[src/rtl/apb_pkg.sv]
// Shared APB definitions for the image-filter register slice.
// The requester (apb_master) and the completer both import this package.
package apb_pkg;

    // Default bus geometry for the image-filter register block.
    localparam int APB_ADDR_WIDTH = 10;
    localparam int APB_DATA_WIDTH = 32;

    // Requester transfer phases.
    typedef enum logic [1:0] {
        ST_IDLE   = 2'd0,
        ST_SETUP  = 2'd1,
        ST_ACCESS = 2'd2
    } apb_state_e;

    // Image-filter register map. Each block occupies the inclusive range FIRST..LAST.
    localparam logic [APB_ADDR_WIDTH-1:0] CSC_FIRST     = 10'h000;
    localparam logic [APB_ADDR_WIDTH-1:0] CSC_LAST      = 10'h00A;
    localparam logic [APB_ADDR_WIDTH-1:0] ICSC_FIRST    = 10'h010;
    localparam logic [APB_ADDR_WIDTH-1:0] ICSC_LAST     = 10'h01A;
    localparam logic [APB_ADDR_WIDTH-1:0] FILTER1_FIRST = 10'h020;
    localparam logic [APB_ADDR_WIDTH-1:0] FILTER1_LAST  = 10'h044;
    localparam logic [APB_ADDR_WIDTH-1:0] FILTER2_FIRST = 10'h048;
    localparam logic [APB_ADDR_WIDTH-1:0] FILTER2_LAST  = 10'h06A;
    localparam logic [APB_ADDR_WIDTH-1:0] BYPASS_ADDR   = 10'h070;

    // Map block selector, handy for completer-side decoding.
    typedef enum logic [2:0] {
        BLK_NONE    = 3'd0,
        BLK_CSC     = 3'd1,
        BLK_ICSC    = 3'd2,
        BLK_FILTER1 = 3'd3,
        BLK_FILTER2 = 3'd4,
        BLK_BYPASS  = 3'd5
    } apb_block_e;

    // Decode an address into the register block that owns it.
    function automatic apb_block_e decode_block(input logic [APB_ADDR_WIDTH-1:0] addr);
        apb_block_e blk;
        blk = BLK_NONE;
        if (addr <= CSC_LAST)
            blk = BLK_CSC;
        else if (addr >= ICSC_FIRST && addr <= ICSC_LAST)
            blk = BLK_ICSC;
        else if (addr >= FILTER1_FIRST && addr <= FILTER1_LAST)
            blk = BLK_FILTER1;
        else if (addr >= FILTER2_FIRST && addr <= FILTER2_LAST)
            blk = BLK_FILTER2;
        else if (addr == BYPASS_ADDR)
            blk = BLK_BYPASS;
        return blk;
    endfunction

endpackage

[src/rtl/apb_master.sv]
// APB requester: turns a valid/ready command into one SETUP + ACCESS transfer,
// with an optional wait-state timeout, and returns a single-cycle response pulse.
module apb_master
    import apb_pkg::*;
#(
    parameter int ADDR_WIDTH = APB_ADDR_WIDTH,
    parameter int DATA_WIDTH = APB_DATA_WIDTH,
    parameter int TIMEOUT    = 16
) (
    input  logic                  clk,
    input  logic                  rstn,

    // Command side
    input  logic                  i_cmd_valid,
    output logic                  o_cmd_ready,
    input  logic [ADDR_WIDTH-1:0] i_cmd_addr,
    input  logic                  i_cmd_write,
    input  logic [DATA_WIDTH-1:0] i_cmd_wdata,

    // Response side (never back-pressured)
    output logic                  o_rsp_valid,
    output logic [DATA_WIDTH-1:0] o_rsp_rdata,
    output logic                  o_rsp_err,

    // APB requester
    output logic [ADDR_WIDTH-1:0] o_PADDR,
    output logic                  o_PSEL,
    output logic                  o_PENABLE,
    output logic                  o_PWRITE,
    output logic [DATA_WIDTH-1:0] o_PWDATA,
    input  logic                  i_PREADY,
    input  logic [DATA_WIDTH-1:0] i_PRDATA
);

    // Wait counter only needs to reach TIMEOUT-1.
    localparam int CNT_W = (TIMEOUT > 1) ? $clog2(TIMEOUT) : 1;
    localparam logic [CNT_W-1:0] CNT_LAST = (TIMEOUT > 0) ? CNT_W'(TIMEOUT - 1) : '0;

    apb_state_e            state_q;
    logic [CNT_W-1:0]      wait_cnt_q;
    logic [ADDR_WIDTH-1:0] paddr_q;
    logic                  psel_q;
    logic                  penable_q;
    logic                  pwrite_q;
    logic [DATA_WIDTH-1:0] pwdata_q;
    logic                  rsp_valid_q;
    logic [DATA_WIDTH-1:0] rsp_rdata_q;
    logic                  rsp_err_q;
    logic                  timeout_hit;

    // NOTE: ready is decoded from the state register rather than registered,
    // so it is already high in the response cycle and a held command goes
    // straight into the next SETUP without a bubble.
    assign o_cmd_ready = (state_q == ST_IDLE);

    // Abort fires on the last allowed wait cycle; a zero TIMEOUT disables it.
    assign timeout_hit = (TIMEOUT != 0) && (wait_cnt_q == CNT_LAST);

    // Transfer FSM with all bus and response outputs registered.
    // NOTE: every state element here uses non-blocking assignment so that all
    // decisions in one cycle see the pre-edge values of the other registers.
    always_ff @(posedge clk or negedge rstn) begin
        if (!rstn) begin
            state_q     <= ST_IDLE;
            wait_cnt_q  <= '0;
            paddr_q     <= '0;
            psel_q      <= 1'b0;
            penable_q   <= 1'b0;
            pwrite_q    <= 1'b0;
            pwdata_q    <= '0;
            rsp_valid_q <= 1'b0;
            rsp_rdata_q <= '0;
            rsp_err_q   <= 1'b0;
        end else begin
            // The response is a one-cycle pulse; data and error hold.
            rsp_valid_q <= 1'b0;

            case (state_q)
                ST_IDLE: begin
                    if (i_cmd_valid) begin
                        state_q   <= ST_SETUP;
                        psel_q    <= 1'b1;
                        penable_q <= 1'b0;
                        paddr_q   <= i_cmd_addr;
                        pwrite_q  <= i_cmd_write;
                        pwdata_q  <= i_cmd_wdata;
                    end
                end

                ST_SETUP: begin
                    state_q    <= ST_ACCESS;
                    penable_q  <= 1'b1;
                    wait_cnt_q <= '0;
                end

                ST_ACCESS: begin
                    if (i_PREADY) begin
                        // Completer finished; ready wins over a same-cycle timeout.
                        state_q     <= ST_IDLE;
                        psel_q      <= 1'b0;
                        penable_q   <= 1'b0;
                        rsp_valid_q <= 1'b1;
                        rsp_err_q   <= 1'b0;
                        rsp_rdata_q <= pwrite_q ? '0 : i_PRDATA;
                    end else if (timeout_hit) begin
                        state_q     <= ST_IDLE;
                        psel_q      <= 1'b0;
                        penable_q   <= 1'b0;
                        rsp_valid_q <= 1'b1;
                        rsp_err_q   <= 1'b1;
                        rsp_rdata_q <= '0;
                    end else begin
                        wait_cnt_q <= wait_cnt_q + CNT_W'(1);
                    end
                end

                default: begin
                    state_q   <= ST_IDLE;
                    psel_q    <= 1'b0;
                    penable_q <= 1'b0;
                end
            endcase
        end
    end

    assign o_PADDR     = paddr_q;
    assign o_PSEL      = psel_q;
    assign o_PENABLE   = penable_q;
    assign o_PWRITE    = pwrite_q;
    assign o_PWDATA    = pwdata_q;
    assign o_rsp_valid = rsp_valid_q;
    assign o_rsp_rdata = rsp_rdata_q;
    assign o_rsp_err   = rsp_err_q;

endmodule

[config.mk]
export PLATFORM = sky130hd
export DESIGN_NAME = apb_master
export DESIGN_NICKNAME = d
export VERILOG_FILES = /design/src/rtl/apb_pkg.sv /design/src/rtl/apb_master.sv
export SDC_FILE = /design/constraint.sdc
export NUM_CORES = 1
export LEC_CHECK = 0
export CAP_MARGIN = 20
export CELL_PAD_IN_SITES_DETAIL_PLACEMENT = 1
export CELL_PAD_IN_SITES_GLOBAL_PLACEMENT = 1
export CORE_ASPECT_RATIO = 0.6
export CORE_MARGIN = 2
export CORE_UTILIZATION = 31
export CTS_CLUSTER_DIAMETER = 30
export DETAILED_ROUTE_END_ITERATION = 7
export GPL_TIMING_DRIVEN = 0
export PLACE_DENSITY_LB_ADDON = 0.1
export SYNTH_ARGS = -nofsm -noshare
export SYNTH_HDL_FRONTEND = slang
export SYNTH_SLANG_ARGS = --single-unit
[constraint.sdc]
create_clock -name clk -period 1.9 [get_ports clk]
set_clock_uncertainty 0.15 [all_clocks]
set_input_delay 0.19 -clock clk [delete_from_list [all_inputs] [get_ports clk]]
set_output_delay 0.19 -clock clk [all_outputs]
set_load 0.01 [all_outputs]
==> run_results.csv, run 1 <==
group,metric,value,unit
outcome,result_of_the_run,"completed",
setup_path,worst_ep_arrival_time,1.47,ns
synth,synth_cell_type_count,28,
detailed_routing,routed_wl,8530,um
global_route,grt_start_max_net_pins,48,
synth,synth_xor_area_share,0,%
sta,max_slew_violation_count,0,
global_route,globalRouteOverflowTotal,0,
worst_hold_path,min-delay-path-class,"input pin to async pin",
run,cap_violations,0,
synth,ys_top_cells_by_count,"dfrtp_1, mux2_2, a22o_1",
floorplan,placementRows,28,
synth,yosys.area.top_type_share,66.6,%
synth,synth.mux.area_fraction,15.7,%
sta,worstMarginPinSlew,0.608,ns
setup_path,worst_setup_path_start_kind,"flop",
synth,synthMostInstantiatedCell,"dfrtp_1",
global_route,global_route_wire_length_before_repair,13300,um
detailed_routing,final_antenna_net_count,0,
floorplan,chipHeight,82.1,um
place,placed_cells,497,
finish,antenna-diode-count,0,
power_and_ir_drop,irDropWorstVdd,0.000582,V
detailed_routing,vias_per_cell,4.55,
synth,synth_edf_count,0,
clocking,cts_made_buffers,9,
sta,layout_worst_path_cycle_share,95.4,%
global_route,grt_antenna_before_repair,0,
synth,combinational_family_with_the_most_area_after_synthesis,"multiplexers",
synth,synth-adder-area-share,0.397,%
floorplan,initial_utilization,31.9,%
sta,setup_slack,0.0882,ns
finish,final_design_area_no_fill,0.00523,mm2
power_and_ir_drop,sequentialPowerShare,36.4,%
sta,layout_min_cycle_time,1.81,ns
floorplan,die_width,134,um
power_and_ir_drop,intPower,6.04,mW
finish,final_net_count,454,
place,dp_slack,-0.0249,ns
finish,drive_above_1_share,19.3,%
setup_path,reg2reg_from,"wait_cnt_q[0]",
setup_path,path_class,"flop to output pin",
setup_path,crit_path_max_fanout,8,
setup_path,crit_path_end_kind,"output pin",
power_and_ir_drop,power_per_cell_area,1640,mW/mm2
synth,synth_sequential_area_ratio,66.6,%
synth,post_synthesis_compound_gate_area_fraction,11.1,%
power_and_ir_drop,leakage,2.21,nW
clocking,tritoncts,"built",
power_and_ir_drop,clkPwrFrac,19.5,%
finish,syn_to_final_growth,65.9,%
global_route,grt.total_usage,16.0,%
sta,timing.slew.headroom,59.5,%
synth,synth_warnings,0,
setup_path,worst-endpoint-required,1.56,ns
clocking,worstSkewPairLatency,0.33,ns
floorplan,i_o_pin_total,159,
synth,post_synth_instance_area,0.00315,mm2
synth,yosys.area.top_type,"dfrtp_1",
power_and_ir_drop,power.switching,2.53,mW
clocking,number_of_clock_sinks_seen_by_cts,84,
power_and_ir_drop,total_power,8.57,mW
clocking,cts_post_setup_buffers_inserted,0,
sta,fin_tns_setup,0,ns
place,port_buffers,158,
clocking,clk_transition_reported_paths,0.06,ns
place,routabilityCongestion,0.733,
clocking,cts_h_tree_depth,3,
detailed_routing,vias,2332,
synth,synth_cells,203,
power_and_ir_drop,relative_contribution_of_combinational_cells_to_total_power,44.1,%
setup_path,rr_worst_depth,5,
floorplan,total_die_area,0.0110,mm2
detailed_routing,route.detailed.drc,0,
place,placed_cell_area,0.00492,mm2
setup_path,reg2reg_setup_slack,0.14,ns
clocking,clockBufferDepth,2,
sta,timing.fmax,0.552,GHz
synth,synth_top_cells_by_area,"dfrtp_1, mux2_2, a22o_1",
sta,rsz0062_at_grt,"false",
synth,syn_avg_cell_area,15.5,um2
place,place_hpwl,6480,um
floorplan,floorplan.core_area,0.00988,mm2
detailed_routing,wl_per_cell,16.6,um
detailed_routing,drt_first_pass_iters,3,
sta,setup_viol,0,
setup_path,regToRegEndpoint,"o_rsp_rdata[26]",
synth,synth-simple-area-share,2.82,%
synth,postSynthRegisterBits,84,
global_route,vias_in_the_first_global_route,2424,
synth,async_reset_ff_share,100,%
power_and_ir_drop,netSwitchingFraction,29.5,%
clocking,clock_tree.root_cell,"clkbuf_16",
sta,finalHoldViolations,0,
detailed_routing,drt_first_iter_violations,54,
finish,finalNonFillerCells,513,
synth,ys.flop_type,"dfrtp_1",
synth,synth_nets,283,
-- what timing repair did --
item	CTS	global route
hold buffers	1	0
endpoints found under the hold margin	46	0
resized for setup	0	5
endpoints found under the setup margin	0	52
-- cell type report --
class                   instances  area, um2
flip-flops and latches         84       2100
well taps                     135        169
fillers                       989       4650
inverters                       4       15.0
plain buffers                  12       98.8
repair buffers                160       1610
multi-input cells             103        953
clock inverters                 4       51.3
clock buffers                  11        233
-- cell families after synthesis --
logic type / count (synthesis)
adder cells (fa/ha/maj): 1
AO/OA/AOI/OAI: 43
buffers and inverters: 16
AND/OR/NAND/NOR: 15
flip-flops: 84
multiplexers: 44
-- worst max-delay path by stage --
stage / start / endpoint / slack, ns / depth (start not counted)
final: state_q[1] / o_cmd_ready / 0.09 / 2
after global routing: state_q[1] / o_cmd_ready / 0.02 / 2
after CTS: state_q[1] / o_cmd_ready / 0.04 / 2
after detailed placement: i_cmd_valid / o_PWDATA[27] / -0.02 / 5
after global placement: rstn / o_rsp_rdata[22] / -2.64 / 1
after floorplan: state_q[1] / o_PADDR[0] / 0.28 / 4
-- power groups by stage --
| stage | Sequential [mW] | Clock, mW | Combinational, mW |
|---|---|---|---|
| after floorplan | 3.50 | 0 | 1.20 |
| after global placement | 3.11 | 0 | 3.75 |
| after detailed placement | 3.15 | 0 | 3.81 |
| after CTS | 3.14 | 1.73 | 3.83 |
| after global routing | 3.26 | 1.82 | 4.04 |
| final | 3.12 | 1.67 | 3.78 |
-- stage by stage --
stage,hold WS (ns),utilization (%)
after global routing,0.292,53.0
after detailed placement,0.0966,49.8
final,0.272,53.0
after CTS,0.277,52.8
after floorplan,-0.256,-
after global placement,0.338,49.6
-- sequential cells by signal (all words and copies together), names as in the netlist --
signal       count
wait_cnt_q       4
o_PWDATA        32
o_PADDR         10
o_rsp_valid      1
o_rsp_err        1
o_rsp_rdata     32
state_q          2
o_PSEL           1
o_PWRITE         1
-- cell usage in the layout (no fill, tap or decap), drive strengths merged, types with 2 or more instances in the layout --
| cell type | instances |
|---|---|
| a21oi | 4 |
| o21ai | 3 |
| a22o | 32 |
| clkinv | 2 |
| mux2 | 43 |
| dfrtp | 84 |
| nor2 | 4 |
| inv | 4 |
| clkdlybuf4s50 | 157 |
| buf | 11 |
| clkbuf | 14 |
-- metal layers --
metal | share of wire (%) | track usage (%)
met1 | 48 | 22.1
met2 | 45 | 24.2
met3 | 6.6 | 5.80
met4 | 0.89 | 3.79
met5 | 0 | 0
-- critical path, cell delays in order (launching register included) --
cell and delay (ns):
dfrtp_2 0.46, nor2_1 0.14, clkdlybuf4s50_1 0.55
Power figures use the tool's default switching activity.
==> run 2, diff against run 1 <==
Settings changed: SLEW_MARGIN set to 5.
==> results of run 2 <==
Final layout, timing and power as in run 1 (identical DEF).
==> run 3, diff against run 2 <==
Settings changed: CAP_MARGIN 20 to unset.
==> results of run 3 <==
Final layout, timing and power as in run 1 (identical DEF).
